File: config.mk
export PLATFORM = sky130hd
export DESIGN_NAME = pc_redirect_flat
export DESIGN_NICKNAME = d
export VERILOG_FILES = /design/src/rtl/pc_redirect_pkg.sv /design/src/rtl/pc_redirect_if.sv /design/src/rtl/sat_counter16.sv /design/src/rtl/pc_redirect.sv /design/src/flat_wrapper.sv
export SDC_FILE = /design/constraint.sdc
export NUM_CORES = 1
export LEC_CHECK = 0
export BUFFER_PORTS_ARGS = -buffer_cell sky130_fd_sc_hd__clkbuf_2
export CAP_MARGIN = 20
export CORE_MARGIN = 4
export CORE_UTILIZATION = 40
export CTS_CLUSTER_DIAMETER = 50
export DETAILED_ROUTE_END_ITERATION = 7
export PLACE_DENSITY = 0.63
export SYNTH_ARGS = -nofsm -noshare
export SYNTH_HDL_FRONTEND = slang
export SYNTH_HIERARCHICAL = 1
export SYNTH_SLANG_ARGS = --single-unit
File: constraint.sdc
create_clock -name clk -period 2.9 [get_ports clk]
set_input_delay 0.435 -clock clk [delete_from_list [all_inputs] [get_ports clk]]
set_output_delay 0.435 -clock clk [all_outputs]
set_load 0.05 [all_outputs]
File: src/rtl/pc_redirect_pkg.sv
// Shared CPU definitions for the fetch-address redirect block.
// Holds the state encoding, PC step and branch-counter width.
package pc_redirect_pkg;

    localparam int          CNT_W   = 16;
    localparam logic [31:0] PC_STEP = 32'd4;

    typedef enum logic [1:0] {
        BOOT  = 2'd0,
        RUN   = 2'd1,
        FLUSH = 2'd2
    } state_t;

    function automatic logic is_misaligned(input logic [31:0] addr);
        return addr[1:0] != 2'b00;
    endfunction

endpackage

File: src/rtl/pc_redirect_if.sv
// Branch/jump resolution inputs and fetch-side outputs of pc_redirect.
// slave = the redirect block, master = the pipeline driving it.
interface pc_redirect_if;
    import pc_redirect_pkg::*;

    logic             stall;
    logic             br_valid;
    logic             bcres;
    logic [31:0]      br_target;
    logic             jmp_valid;
    logic [31:0]      jmp_target;
    logic [31:0]      pc;
    logic             pc_valid;
    logic             flush;
    logic             misalign;
    logic [CNT_W-1:0] taken_cnt;
    logic [CNT_W-1:0] ntaken_cnt;

    modport slave (
        input  stall, br_valid, bcres, br_target, jmp_valid, jmp_target,
        output pc, pc_valid, flush, misalign, taken_cnt, ntaken_cnt
    );

    modport master (
        output stall, br_valid, bcres, br_target, jmp_valid, jmp_target,
        input  pc, pc_valid, flush, misalign, taken_cnt, ntaken_cnt
    );
endinterface

File: src/rtl/sat_counter16.sv
// Enable-driven up counter that sticks at all-ones instead of wrapping.
module sat_counter16
    import pc_redirect_pkg::*;
(
    input  logic             clk,
    input  logic             rst,
    input  logic             en,
    output logic [CNT_W-1:0] count
);

    always_ff @(posedge clk or posedge rst) begin
        if (rst) begin
            count <= '0;
        end else if (en && (count != {CNT_W{1'b1}})) begin
            count <= count + 1'b1;
        end
    end

endmodule

File: src/rtl/pc_redirect.sv
// Fetch PC generator: sequential fetch, branch/jump redirect with a fixed
// wrong-path squash window, misaligned-target trap and branch statistics.
module pc_redirect
    import pc_redirect_pkg::*;
#(
    parameter logic [31:0] RESET_PC     = 32'h0000_0000,
    parameter logic [31:0] TRAP_VEC     = 32'h0000_0100,
    parameter int          FLUSH_CYCLES = 2
) (
    input  logic          clk,
    input  logic          rst,
    pc_redirect_if.slave  bus
);

    localparam logic [2:0] FLUSH_LAST = 3'(FLUSH_CYCLES - 1);

    state_t      state_reg, state_next;
    logic [31:0] pc_reg, pc_next;
    logic [2:0]  fcnt_reg, fcnt_next;
    logic        misalign_reg, misalign_next;

    logic        run_go;
    logic        redirect;
    logic [31:0] target;
    logic [1:0]  cnt_en;
    logic [CNT_W-1:0] cnt_val [2];

    // Branch outcomes only count while RUN actually advances.
    assign run_go   = (state_reg == RUN) && !bus.stall;
    assign redirect = run_go && (bus.jmp_valid || (bus.br_valid && bus.bcres));
    assign target   = bus.jmp_valid ? bus.jmp_target : bus.br_target;
    assign cnt_en[0] = run_go && bus.br_valid &&  bus.bcres;
    assign cnt_en[1] = run_go && bus.br_valid && !bus.bcres;

    always_ff @(posedge clk or posedge rst) begin
        if (rst) begin
            state_reg    <= BOOT;
            pc_reg       <= RESET_PC;
            fcnt_reg     <= '0;
            misalign_reg <= 1'b0;
        end else begin
            state_reg    <= state_next;
            pc_reg       <= pc_next;
            fcnt_reg     <= fcnt_next;
            misalign_reg <= misalign_next;
        end
    end

    always_comb begin
        state_next = state_reg;
        case (state_reg)
            BOOT:    state_next = RUN;
            RUN:     if (redirect) state_next = FLUSH;
            FLUSH:   if (fcnt_reg == 3'd0) state_next = RUN;
            default: state_next = BOOT;
        endcase
    end

    // fcnt counts down the remaining squash cycles, last one at zero.
    always_comb begin
        pc_next       = pc_reg;
        fcnt_next     = fcnt_reg;
        misalign_next = 1'b0;
        if (redirect) begin
            pc_next       = is_misaligned(target) ? TRAP_VEC : target;
            misalign_next = is_misaligned(target);
            fcnt_next     = FLUSH_LAST;
        end else if (run_go) begin
            pc_next = pc_reg + PC_STEP;
        end else if (state_reg == FLUSH) begin
            pc_next = pc_reg + PC_STEP;
            if (fcnt_reg != 3'd0) begin
                fcnt_next = fcnt_reg - 3'd1;
            end
        end
    end

    always_comb begin
        bus.pc       = pc_reg;
        bus.pc_valid = (state_reg != BOOT);
        bus.flush    = (state_reg == FLUSH);
        bus.misalign = misalign_reg;
    end

    generate
        for (genvar gi = 0; gi < 2; gi++) begin : g_cnt
            sat_counter16 u_cnt (
                .clk   (clk),
                .rst   (rst),
                .en    (cnt_en[gi]),
                .count (cnt_val[gi])
            );
        end
    endgenerate

    assign bus.taken_cnt  = cnt_val[0];
    assign bus.ntaken_cnt = cnt_val[1];

endmodule

File: src/flat_wrapper.sv
// flat-port wrapper written by rule: the top's interface ports become plain ports
module pc_redirect_flat import pc_redirect_pkg::*;
#(
    parameter logic [31:0] RESET_PC     = 32'h0000_0000,
    parameter logic [31:0] TRAP_VEC     = 32'h0000_0100,
    parameter int          FLUSH_CYCLES = 2
)
  (clk, rst, bus_stall, bus_br_valid, bus_bcres, bus_br_target, bus_jmp_valid, bus_jmp_target, bus_pc, bus_pc_valid, bus_flush, bus_misalign, bus_taken_cnt, bus_ntaken_cnt);
  pc_redirect_if bus_i ();
  input  logic clk;
  input  logic rst;
  input wire logic [$bits(bus_i.stall)-1:0] bus_stall;
  input wire logic [$bits(bus_i.br_valid)-1:0] bus_br_valid;
  input wire logic [$bits(bus_i.bcres)-1:0] bus_bcres;
  input wire logic [$bits(bus_i.br_target)-1:0] bus_br_target;
  input wire logic [$bits(bus_i.jmp_valid)-1:0] bus_jmp_valid;
  input wire logic [$bits(bus_i.jmp_target)-1:0] bus_jmp_target;
  output wire logic [$bits(bus_i.pc)-1:0] bus_pc;
  output wire logic [$bits(bus_i.pc_valid)-1:0] bus_pc_valid;
  output wire logic [$bits(bus_i.flush)-1:0] bus_flush;
  output wire logic [$bits(bus_i.misalign)-1:0] bus_misalign;
  output wire logic [$bits(bus_i.taken_cnt)-1:0] bus_taken_cnt;
  output wire logic [$bits(bus_i.ntaken_cnt)-1:0] bus_ntaken_cnt;
  assign bus_i.stall = bus_stall;
  assign bus_i.br_valid = bus_br_valid;
  assign bus_i.bcres = bus_bcres;
  assign bus_i.br_target = bus_br_target;
  assign bus_i.jmp_valid = bus_jmp_valid;
  assign bus_i.jmp_target = bus_jmp_target;
  assign bus_pc = bus_i.pc;
  assign bus_pc_valid = bus_i.pc_valid;
  assign bus_flush = bus_i.flush;
  assign bus_misalign = bus_i.misalign;
  assign bus_taken_cnt = bus_i.taken_cnt;
  assign bus_ntaken_cnt = bus_i.ntaken_cnt;
  pc_redirect #(.RESET_PC(RESET_PC), .TRAP_VEC(TRAP_VEC), .FLUSH_CYCLES(FLUSH_CYCLES)) u_core (.clk(clk), .rst(rst), .bus(bus_i));
endmodule
* After elaboration in Yosys (flattened, before gate mapping) *
Cells that the tools add are included.

storage, ports and cells
  input port bits = 70
  register bits = 70
  word-level logic and storage cells = 51
  output and inout port bits = 67

operators by class
  multiplexer cells = 13
  eq/ne operators = 7
  reduce and logical (&&, ||, !) cells = 21
  add/sub/neg operators = 4

operator list
  operator               count
  $mux 32                5
  $add 16x1->16 const B  2
  $add 32x3->32 const B  1
  $ne 16x16->1 const B   2
  $mux 3                 4
  $logic_and 1x1->1      8
  $reduce_bool 2->1      4
  $pmux 2 s3             1
  $reduce_bool 3->1      2
  $mux 2                 2
  $ne 2x1->1 const B     2
  $logic_not 3->1        1
  $reduce_and 3->1       1
  $sub 3x1->3 const B    1
  $eq 2x1->1 const B     1
  $eq 2x2->1 const B     1
  $logic_not 1->1        2
  $logic_not 2->1        1
  $ne 2x2->1 const B     1
  $reduce_and 2->1       1
  $logic_or 1x1->1       1
  $mux 1                 1

* Longest topological paths before layout *
  depth in word-level cells = 5
  depth in mapped cells = 8
  mapped depth without buffers = 7

* Hierarchy *
Netlist, hierarchy kept.

by module, submodules not included
  module         instances  cells each  sequential area each (um^2)  area each (um^2)
  pc_redirect    1          288         950.9                        2590.0
  sat_counter16  2          71          400.4                        805.8

* Worst setup path after synthesis *
Ideal clock, no wire load.

  path kind = register to register
  from = register u_core.pc_reg[2] (netlist: u_core/bus.pc[2])
  to = register u_core.pc_reg[28] (netlist: u_core/bus.pc[28])
  setup time = 124 ps
  clock period less this slack = 2075 ps
  path slack = 825 ps
  required time = 2776 ps
  stages on the path, launching flop included = 7
  buffers on the path = 0
  arrival = 1951 ps
  cells stage by stage = dfrtp_1 > ha_1 > nand3_1 > nor2_2 > nand4_1 > a21o_1 > a211o_1

between the ends
  longest elaborated chain between the ends = 4

RTL lines
  what                    RTL line                              source
  start, declared         pc_redirect.sv:18                     logic [31:0] pc_reg, pc_next;
  start signal, assigned  pc_redirect.sv:43                     pc_reg <= pc_next;
  $add 32x3->32 *         pc_redirect.sv:69, pc_redirect.sv:71
  $mux 32                 pc_redirect.sv:70                     end else if (state_reg == FLUSH) begin
  $mux 32 *               pc_redirect.sv:68                     end else if (run_go) begin
  $mux 32 *               pc_redirect.sv:64                     if (redirect) begin

Mark *: on every way between the ends. The rest lies on a longest branch, timed or not. The select of a mux whose other input is x is not followed.
A chain may end at the register's enable or synchronous reset.

* Worst setup path in the final report *
  from = register u_core.pc_reg[10] (netlist: u_core/bus.pc[10])
  to = register u_core.pc_reg[28] (netlist: u_core/bus.pc[28])

Same word-level chain as after synthesis.

==> results.sh <==
export IMPL_grt_start_max_net_pins=39
export IMPL_drt_iter0_markers=198
export IMPL_rows=37
export IMPL_drtAntennaViolNets=0
export IMPL_status="finished clean"
export IMPL_syn_avg_cell_area_um2=9.77
export IMPL_gr_usage_met2_pct=30.8
export IMPL_dp_hpwl_mm=8.74
export IMPL_globalRouteTotalUtil_pct=19.0
export IMPL_clock_sinks=70
export IMPL_internal_power_mw=2.16
export IMPL_holdCritPathClass="input port to async pin"
export IMPL_numCtsBuffers=9
export IMPL_worst_skew_pair_late_latency_ns=0.34
export IMPL_syn_inst=430
export IMPL_postCtsHoldBufs=0
export IMPL_clock_path_buffers=2
export IMPL_setup_viol=0
export IMPL_arrival_ns=2.37
export IMPL_drv_slew=0
export IMPL_clkPwrFrac_pct=17.5
export IMPL_tns_ns=0
export IMPL_post_cts_buffers=0
export IMPL_diodes=0
export IMPL_layout_common_cells="clkbuf_2 (136), dfrtp_1 (70), nor2_1 (38)"
export IMPL_met3_usage_pct=4.27
export IMPL_h_tree_depth=3
export IMPL_total_power_mw=4.29
export IMPL_finClkSkew_ns=0.0118
export IMPL_maxCapViolations=0
export IMPL_hold_viol_final=0
export IMPL_crit_path_end_kind="flip-flop"
export IMPL_grt_pass1_wl_mm=19.2
export IMPL_synth_seq_cells=70
export IMPL_grt_antenna_before_repair=0
export IMPL_seq_area_frac_synth_pct=41.7
export IMPL_yosys_warnings=6
export IMPL_cts_resized=0
export IMPL_syn_area_um2=4200
export IMPL_rsz0062_at_grt="false"
export IMPL_post_route_min_period_ns=2.14
export IMPL_ios=137
export IMPL_critPathKind="flip-flop to flip-flop"
export IMPL_die_area_um2=12200
export IMPL_cts_tree="done"
export IMPL_synthArstFlopShare_pct=100
export IMPL_place_inst=694
export IMPL_busiest_layer="met2"
export IMPL_grt_overflow_total=0
export IMPL_layout_commonest_cell="clkbuf_2"
export IMPL_num_vias=3887
export IMPL_layout_drive_gt1_share_pct=34.6
export IMPL_seq_power_share_pct=36.6
export IMPL_switching_share_pct=49.8
export IMPL_use_met1_pct=25.2
export IMPL_synth_ff_type="dfrtp_1"
export IMPL_place_congestion=0.824
export IMPL_worst_pin_slew_ns=0.710
export IMPL_syn2layout_area_growth_pct=23.5
export IMPL_synth_edff_count=0
export IMPL_wire_per_inst_um=16.5
export IMPL_initial_core_util_pct=40.9
export IMPL_crit_required_ns=3.12
export IMPL_nNetsFinal=644
export IMPL_drt_first_pass_iters=5
export IMPL_die_y_um=110
export IMPL_instances_no_fill=708
export IMPL_slew_headroom_pct=52.5
export IMPL_cts_root_buf="clkbuf_8"
export IMPL_port_buffers=136
export IMPL_routed_wl_mm=11.7
export IMPL_max_freq_mhz=466
export IMPL_powerDensity_nw_per_um2=827
export IMPL_cp_start_kind="flip-flop"
export IMPL_grt_pass1_vias=3826
export IMPL_die_x_um=110
export IMPL_synth_net_count=505
export IMPL_detail_route_drc_violations=0
export IMPL_synthDistinctLibCells=58
export IMPL_p_comb_share_pct=45.9
export IMPL_p_sw_mw=2.14
export IMPL_fin_crit_sh_pct=73.9
export IMPL_ir_drop_mv=0.398
export IMPL_vias_per_cell=5.49
export IMPL_cp_max_fo=13
export IMPL_n_fill_cell=1028
export IMPL_core_um2=10300
export IMPL_power_leakage_nw=2.50
export IMPL_clk_pin_slew_worst_paths_ns=0.08
[worst paths after layout]
kind / from / end / slack [ns] / cells past startpoint
worst max register to register: u_core/bus.pc[10] / u_core/bus.pc[28] / 0.76 / 5
worst min register to register: u_core/bus.pc[1] / u_core/bus.pc[1] / 0.50 / 1
worst min-delay path: rst / u_core/g_cnt[1].u_cnt/count[11] / 0.16 / 2
min in group clk: bus_br_target[17] / u_core/bus.pc[17] / 0.39 / 3
max in group asynchronous: rst / u_core/bus.misalign / 2.31 / 3
worst max-delay path: u_core/bus.pc[10] / u_core/bus.pc[28] / 0.76 / 5
[stage by stage]
| stage | setup slack (ns) | util, % | cell area (um2) | hold WS, ns |
|---|---|---|---|---|
| after floorplan | 0.825 | - | 4200 | 0.349 |
| after global placement | 0.670 | 48.8 | 5010 | 0.473 |
| after detailed placement | 0.632 | 48.8 | 5010 | 0.486 |
| after CTS | 0.733 | 50.5 | 5190 | 0.173 |
| after global routing | 0.525 | 50.5 | 5190 | 0.226 |
| final | 0.756 | 50.5 | 5190 | 0.165 |
[cells in the mapped netlist (3+ instances only)]
cell,instances,area (um2)
nand2b_1,5,31.3
nor3_1,6,30.0
xor2_1,3,26.3
o21ai_0,17,85.1
nand3_2,3,30.0
o21a_1,3,22.5
nor2_1,38,143
a221o_1,3,30.0
and3_1,16,100
o22ai_1,6,37.5
a31oi_1,4,25.0
mux2i_1,20,200
mux2_2,16,180
xnor2_1,28,245
o311ai_1,3,26.3
nand3_1,21,105
a211oi_1,4,30.0
and4_1,7,61.3
buf_2,8,40.0
and2_1,5,31.3
a21oi_1,21,105
inv_1,12,45.0
buf_6,3,33.8
nor4_4,3,63.8
a211o_1,3,26.3
nand4_1,19,119
nand2_1,35,131
dfrtp_1,70,1750
ha_1,5,62.6
[final cells by class]
cell class | count | area (um2) | share of cell area, %
flip-flops and latches | 70 | 1750 | 33.8
repair buffers | 143 | 733 | 14.1
inverters | 12 | 45.0 | 0.868
well taps | 136 | 170 | 3.28
clock buffers | 9 | 124 | 2.39
clock inverters | 5 | 52.6 | 1.01
multi-input cells | 333 | 2310 | 44.6
[power by group through the flow]
stage	sequential [mW]	clock [mW]	combinational, mW
floorplan	2.27	0	0.717
global placement	1.57	0	1.95
detailed placement	1.58	0	1.98
CTS	1.57	0.770	1.98
global route	1.63	0.809	2.12
finish	1.57	0.753	1.97
[critical path: stages (launching register included)]
cell and delay [ns]:
dfrtp_1 0.45, nand3_2 0.21, nor4_4 0.68, nand4_1 0.20, a21o_1 0.21, a211o_1 0.28
[routing by layer]
| layer | wire (um) | vias up |
|---|---|---|
| met3 | 779 | 10 |
| met5 | 0 | - |
| met4 | 108 | 0 |
| met1 | 5310 | 1873 |
| met2 | 5490 | 144 |
| li1 | - | 1860 |
[kinds of logic (layout without fill, tap and decap cells)]
logic type	after synthesis	count (layout)	share of synthesized area, %
AOI/OAI and AO/OA	83	83	13.2
xor gates and xnor gates	31	31	6.46
adders and majority gates	5	5	1.49
buffers and inverters	27	169	3.28
DFF	70	70	41.7
muxes	36	36	9.05
and+or+nand+nor	178	178	24.8
(Power assumes the default switching activity.)
